$ cat src/rtl/alu_cmd_link.sv
// alu_cmd_link
//   Byte-serial command front end for the combinational 32-bit ALU.
//   Receives a frame {opcode, A (MSB first), B (MSB first)} and drives the
//   ALU inputs for EXEC_CYCLES cycles. It then samples F/ovf/zero and returns
//   a response {flags, F (MSB first)} on the tx byte stream.
//
// Ports
//   clk, rst_n                 clock, synchronous active-low reset
//   rx_data/rx_valid/rx_ready  inbound command bytes (valid/ready)
//   tx_data/tx_valid/tx_ready  outbound response bytes (valid/ready)
//   alu_m, alu_s, alu_a, alu_b registered operands to the ALU
//   alu_f, alu_ovf, alu_zero   ALU result and flags
//   busy                       frame in progress (first rx byte .. last tx byte)
module alu_cmd_link #(
    parameter int DATA_W      = 32,
    parameter int EXEC_CYCLES = 1,
    parameter int MAX_OP      = 10
) (
    input  logic              clk,
    input  logic              rst_n,
    input  logic [7:0]        rx_data,
    input  logic              rx_valid,
    output logic              rx_ready,
    output logic [7:0]        tx_data,
    output logic              tx_valid,
    input  logic              tx_ready,
    output logic [1:0]        alu_m,
    output logic [1:0]        alu_s,
    output logic [DATA_W-1:0] alu_a,
    output logic [DATA_W-1:0] alu_b,
    input  logic [DATA_W-1:0] alu_f,
    input  logic              alu_ovf,
    input  logic              alu_zero,
    output logic              busy
);

    localparam int NBYTES = DATA_W / 8;

    typedef enum logic [2:0] {RX_OP, RX_A, RX_B, EXEC, TX} state_t;

    state_t            state;
    logic [7:0]        cnt;
    logic [3:0]        op_q;
    logic [DATA_W-1:0] a_q;
    logic [DATA_W-1:0] b_q;
    logic [DATA_W-1:0] f_q;     // remaining result bytes, MSB byte next out

    logic              rx_acc;
    logic              tx_acc;
    logic              illegal;
    logic [DATA_W-1:0] a_shift;
    logic [DATA_W-1:0] b_shift;

    assign rx_acc  = rx_valid && rx_ready;
    assign tx_acc  = tx_valid && tx_ready;
    // Judged on the code actually presented to the ALU.
    assign illegal = (32'({alu_m, alu_s}) > 32'(MAX_OP));
    assign a_shift = (a_q << 8) | DATA_W'(rx_data);
    assign b_shift = (b_q << 8) | DATA_W'(rx_data);

    always_ff @(posedge clk) begin
        if (!rst_n) begin
            state    <= RX_OP;
            cnt      <= '0;
            op_q     <= '0;
            a_q      <= '0;
            b_q      <= '0;
            f_q      <= '0;
            rx_ready <= 1'b1;
            tx_valid <= 1'b0;
            tx_data  <= '0;
            busy     <= 1'b0;
            alu_m    <= '0;
            alu_s    <= '0;
            alu_a    <= '0;
            alu_b    <= '0;
        end else begin
            case (state)
                RX_OP: begin
                    if (rx_acc) begin
                        op_q  <= rx_data[3:0];
                        busy  <= 1'b1;
                        cnt   <= '0;
                        state <= RX_A;
                    end
                end
                RX_A: begin
                    if (rx_acc) begin
                        a_q <= a_shift;
                        if (cnt == 8'(NBYTES - 1)) begin
                            cnt   <= '0;
                            state <= RX_B;
                        end else begin
                            cnt <= cnt + 8'd1;
                        end
                    end
                end
                RX_B: begin
                    if (rx_acc) begin
                        b_q <= b_shift;
                        if (cnt == 8'(NBYTES - 1)) begin
                            // Operands go straight to the ALU on the same
                            // edge, so EXEC counts whole cycles of stable input.
                            cnt      <= '0;
                            state    <= EXEC;
                            rx_ready <= 1'b0;
                            alu_m    <= op_q[3:2];
                            alu_s    <= op_q[1:0];
                            alu_a    <= a_q;
                            alu_b    <= b_shift;
                        end else begin
                            cnt <= cnt + 8'd1;
                        end
                    end
                end
                EXEC: begin
                    if (cnt == 8'(EXEC_CYCLES - 1)) begin
                        cnt      <= '0;
                        state    <= TX;
                        tx_valid <= 1'b1;
                        if (illegal) begin
                            tx_data <= 8'h04;
                            f_q     <= '0;
                        end else begin
                            tx_data <= {6'b0, alu_ovf, alu_zero};
                            f_q     <= alu_f;
                        end
                    end else begin
                        cnt <= cnt + 8'd1;
                    end
                end
                TX: begin
                    if (tx_acc) begin
                        if (cnt == 8'(NBYTES)) begin
                            cnt      <= '0;
                            state    <= RX_OP;
                            tx_valid <= 1'b0;
                            busy     <= 1'b0;
                            rx_ready <= 1'b1;
                        end else begin
                            tx_data <= f_q[DATA_W-1 -: 8];
                            f_q     <= f_q << 8;
                            cnt     <= cnt + 8'd1;
                        end
                    end
                end
                default: begin
                    state <= RX_OP;
                    cnt   <= '0;
                end
            endcase
        end
    end

endmodule

$ cat config.mk
export PLATFORM = sky130hd
export DESIGN_NAME = alu_cmd_link
export DESIGN_NICKNAME = d
export VERILOG_FILES = /design/src/rtl/alu_cmd_link.sv
export SDC_FILE = /design/constraint.sdc
export NUM_CORES = 1
export LEC_CHECK = 0
export ABC_AREA = 1
export CORE_ASPECT_RATIO = 1.75
export CORE_MARGIN = 2
export CORE_UTILIZATION = 50
export DETAILED_ROUTE_END_ITERATION = 7
export DONT_BUFFER_PORTS = 1
export GPL_ROUTABILITY_DRIVEN = 0
export GPL_TIMING_DRIVEN = 0
export PLACE_DENSITY_LB_ADDON = 0.1
export SYNTH_ARGS = -nofsm -noshare
export SYNTH_HDL_FRONTEND = slang
export SYNTH_SLANG_ARGS = --single-unit
$ cat constraint.sdc
create_clock -name clk -period 1.8 [get_ports clk]
set_input_delay 0.27 -clock clk [delete_from_list [all_inputs] [get_ports clk]]
set_output_delay 0.27 -clock clk [all_outputs]
set_load 0.02 [all_outputs]
==> results.cfg <==
[outcome]
outcome = finished clean

[layout]
syn2layout_area_growth_pct = 15.1
final_cell_mix = nor2_1 (257), nand2_1 (207), dfxtp_1 (174)
layout.cells.most_common = nor2_1
fin_area_um2 = 8060
diodes = 0
drive_above_1_share_pct = 10.1
final_cells = 1200
nets = 1058

[synth]
yosys_warnings = 0
synth.avg_cell_area_um2 = 7.18
synth_mux_area_share_pct = 0
ys_ff_latch = 182
synth_top_area_cell = dfxtp_1
synth-compound-area-share_pct = 14.0
syn_inst = 976
yosys.area_share.adder_pct = 0.357
syn_nets = 1024
synth_area_leaders = dfxtp_1 (52%), nor2_1 (14%), nand2_1 (11%), o21ai_0 (8.6%), a21oi_1 (4.4%)
synthXorXnorAreaFrac_pct = 0.125
synth_top_family_by_area = simple AND/OR/NAND/NOR gates
seq_area_frac_synth_pct = 52.0
netlist_area_um2 = 7010
yosysTopAreaCellShare_pct = 52.0
synth.distinct_cells = 23
yosys.area_share.simple_pct = 27.7

[die]
core_region_area_um2 = 13800
io_pins = 125
die_h_um = 161
die_x_um = 93.5
start_util_pct = 50.9
rows = 57
dieArea_um2 = 15000

[run]
drv_cap = 0

[clock_network]
clk_pin_slew_ns = 0.07
cts_sinks = 182
cts_buffer_depth = 2
cts_tree = done
cts.htree.levels = 4
cts_buffers = 17
insertion_delay_ns = 0.43
cts_root_buf = clkbuf_16

[place]
placed_area_um2 = 7230
dp_cells = 1153
io_buffers = 0
dpl.hpwl_um = 13300

[route]
routed.top_layer = met4
antenna_left = 0
drc = 0
wl_met1_um = 7050
drtIter0Drc = 272
wl_um = 18200
viasPerCell = 5.12
wl_per_cell_um = 15.2
vias = 6147
drt_pre_antenna_iters = 5
wl_met3_um = 1020
met2_length_um = 9660

[timing]
max_freq_ghz = 0.584
slew_headroom_pct = 64.1
finalMaxSlewViolations = 0
period_share_pct = 95.1
rsz0062_at_grt = true
hold_viol = 0
tightest_slew_ns = 0.539
fin_skew_ns = 0.0125
setup_violations = 0
min_period_ns = 1.71
fin_hold_ws_ns = 0.0437

[pwr]
p_int_mw = 7.36
peakVddDrop_uv = 760
p_per_area_nw_per_um2 = 1380
cellLeakagePower_nw = 3.46
sw_frac_of_total_pct = 33.6
seqPwrFrac_pct = 48.1
p_comb_share_pct = 19.4
power_frac_clock_pct = 32.5
switching_power_mw = 3.73

[worst_setup_path]
path_delay_family = simple AND/OR/NAND/NOR gates
start_kind = register
endpoint_kind = register
cpMostUsedCell = nor2_2
path_buf_inv = 2
cpPeakStageDelay_ns = 0.36
crit_required_ns = 2.15
path_class = reg -> reg
worst_path_max_delay_cell = dfxtp_2
cp.arrival_ns = 2.07
crit_path_max_fanout = 10
crit_chain = ha_2 > nand3_1 > nor2_2 > nand2_2 > nor2_2 > buf_2 > buf_6 > nand2_1 > a21oi_1
worstSetupStartpoint = cnt[1]
reg2reg_from = cnt[1]

[worst_hold_path]
hp-start = rx_data[3]
hold_path_class = in -> reg

[grt]
overflow = 0
grt_pass1_vias = 5985
grt_pass1_wl_um = 29400
grt_max_degree = 19
grt_usage_pct = 24.7
antenna_found_initial = 0
## registers in the layout, indices dropped and copies added, names as in the netlist, 2 cells and up
register,count
state,3
alu_b,32
alu_m,2
f_q,32
alu_s,2
tx_data,8
alu_a,32
b_q,24
cnt,8
op_q,4
a_q,32
## cells in the mapped netlist (all sizes together)
cell type  count
nor2         266
nand2        214
dfxtp        182
o21ai        129
a21oi         62
inv           40
clkbuf        33
buf           22
nand3         17
nand4          5
ha             2
o21bai         2
nor3           1
xnor2          1
## per-layer routing
metal	up-vias	GRT usage [%]
met3	32	5.07
met5	-	0
met4	0	9.43
li1	3173	-
met2	168	45.7
met1	2774	26.8
## worst paths after layout
kind / end / slack [ns] / cells past startpoint
worst max-delay path: alu_b[22] / 0.09 / 9
worst min-delay path: op_q[3] / 0.04 / 2
worst max register to register: alu_b[22] / 0.09 / 9
worst min register to register: alu_s[1] / 0.46 / 2
## logic make-up after synthesis
| logic type | Yosys count |
|---|---|
| flops | 182 |
| compound gates | 193 |
| buf+inv | 95 |
| simple gates | 503 |
| fa+ha+maj | 2 |
| xor+xnor | 1 |
## power by group through the flow
stage | Combinational (mW) | Sequential [mW] | Clock (mW)
floorplan | 1.59 | 5.23 | 0
global placement | 1.99 | 5.40 | 0
detailed placement | 2.02 | 5.41 | 0
CTS | 2.07 | 5.33 | 3.66
global route | 2.50 | 5.40 | 3.79
finish | 2.15 | 5.34 | 3.61
## cell type report
class | instances | area (um2)
Sequential cell | 182 | 3650
Timing Repair Buffer | 15 | 130
Clock inverter | 13 | 129
Inverter | 40 | 153
Multi-Input combinational cell | 699 | 3030
Tap cell | 177 | 221
Buffer | 55 | 300
Fill cell | 1382 | 5700
Clock buffer | 19 | 443
## per-stage QoR
stage	power [mW]	setup slack, ns	setup TNS [ns]	util, %
final	11.1	0.0886	0	58.6
after detailed placement	7.43	-0.456	-23.81	52.5
after floorplan	6.82	0.316	0	-
after CTS	11.1	-0.00577	-0.00577	57.7
after global routing	11.7	-0.0285	-0.0902	58.6
after global placement	7.38	-0.436	-21.60	52.5
## what timing repair did
action,CTS,global route
hold buffers,8,0
pin swaps,1,5
gates cloned,0,1
hold endpoints to repair,24,0
setup buffers,3,3
endpoints found under the setup margin,108,154
gates resized for setup,17,50
## worst register-to-register path: stages, from the launching register on
cell,delay [ns]
dfxtp_2,0.36
ha_2,0.19
nand3_1,0.12
nor2_2,0.16
nand2_2,0.09
nor2_2,0.16
buf_2,0.18
buf_6,0.15
nand2_1,0.08
a21oi_1,0.14
Power figures use the tool's default switching activity.
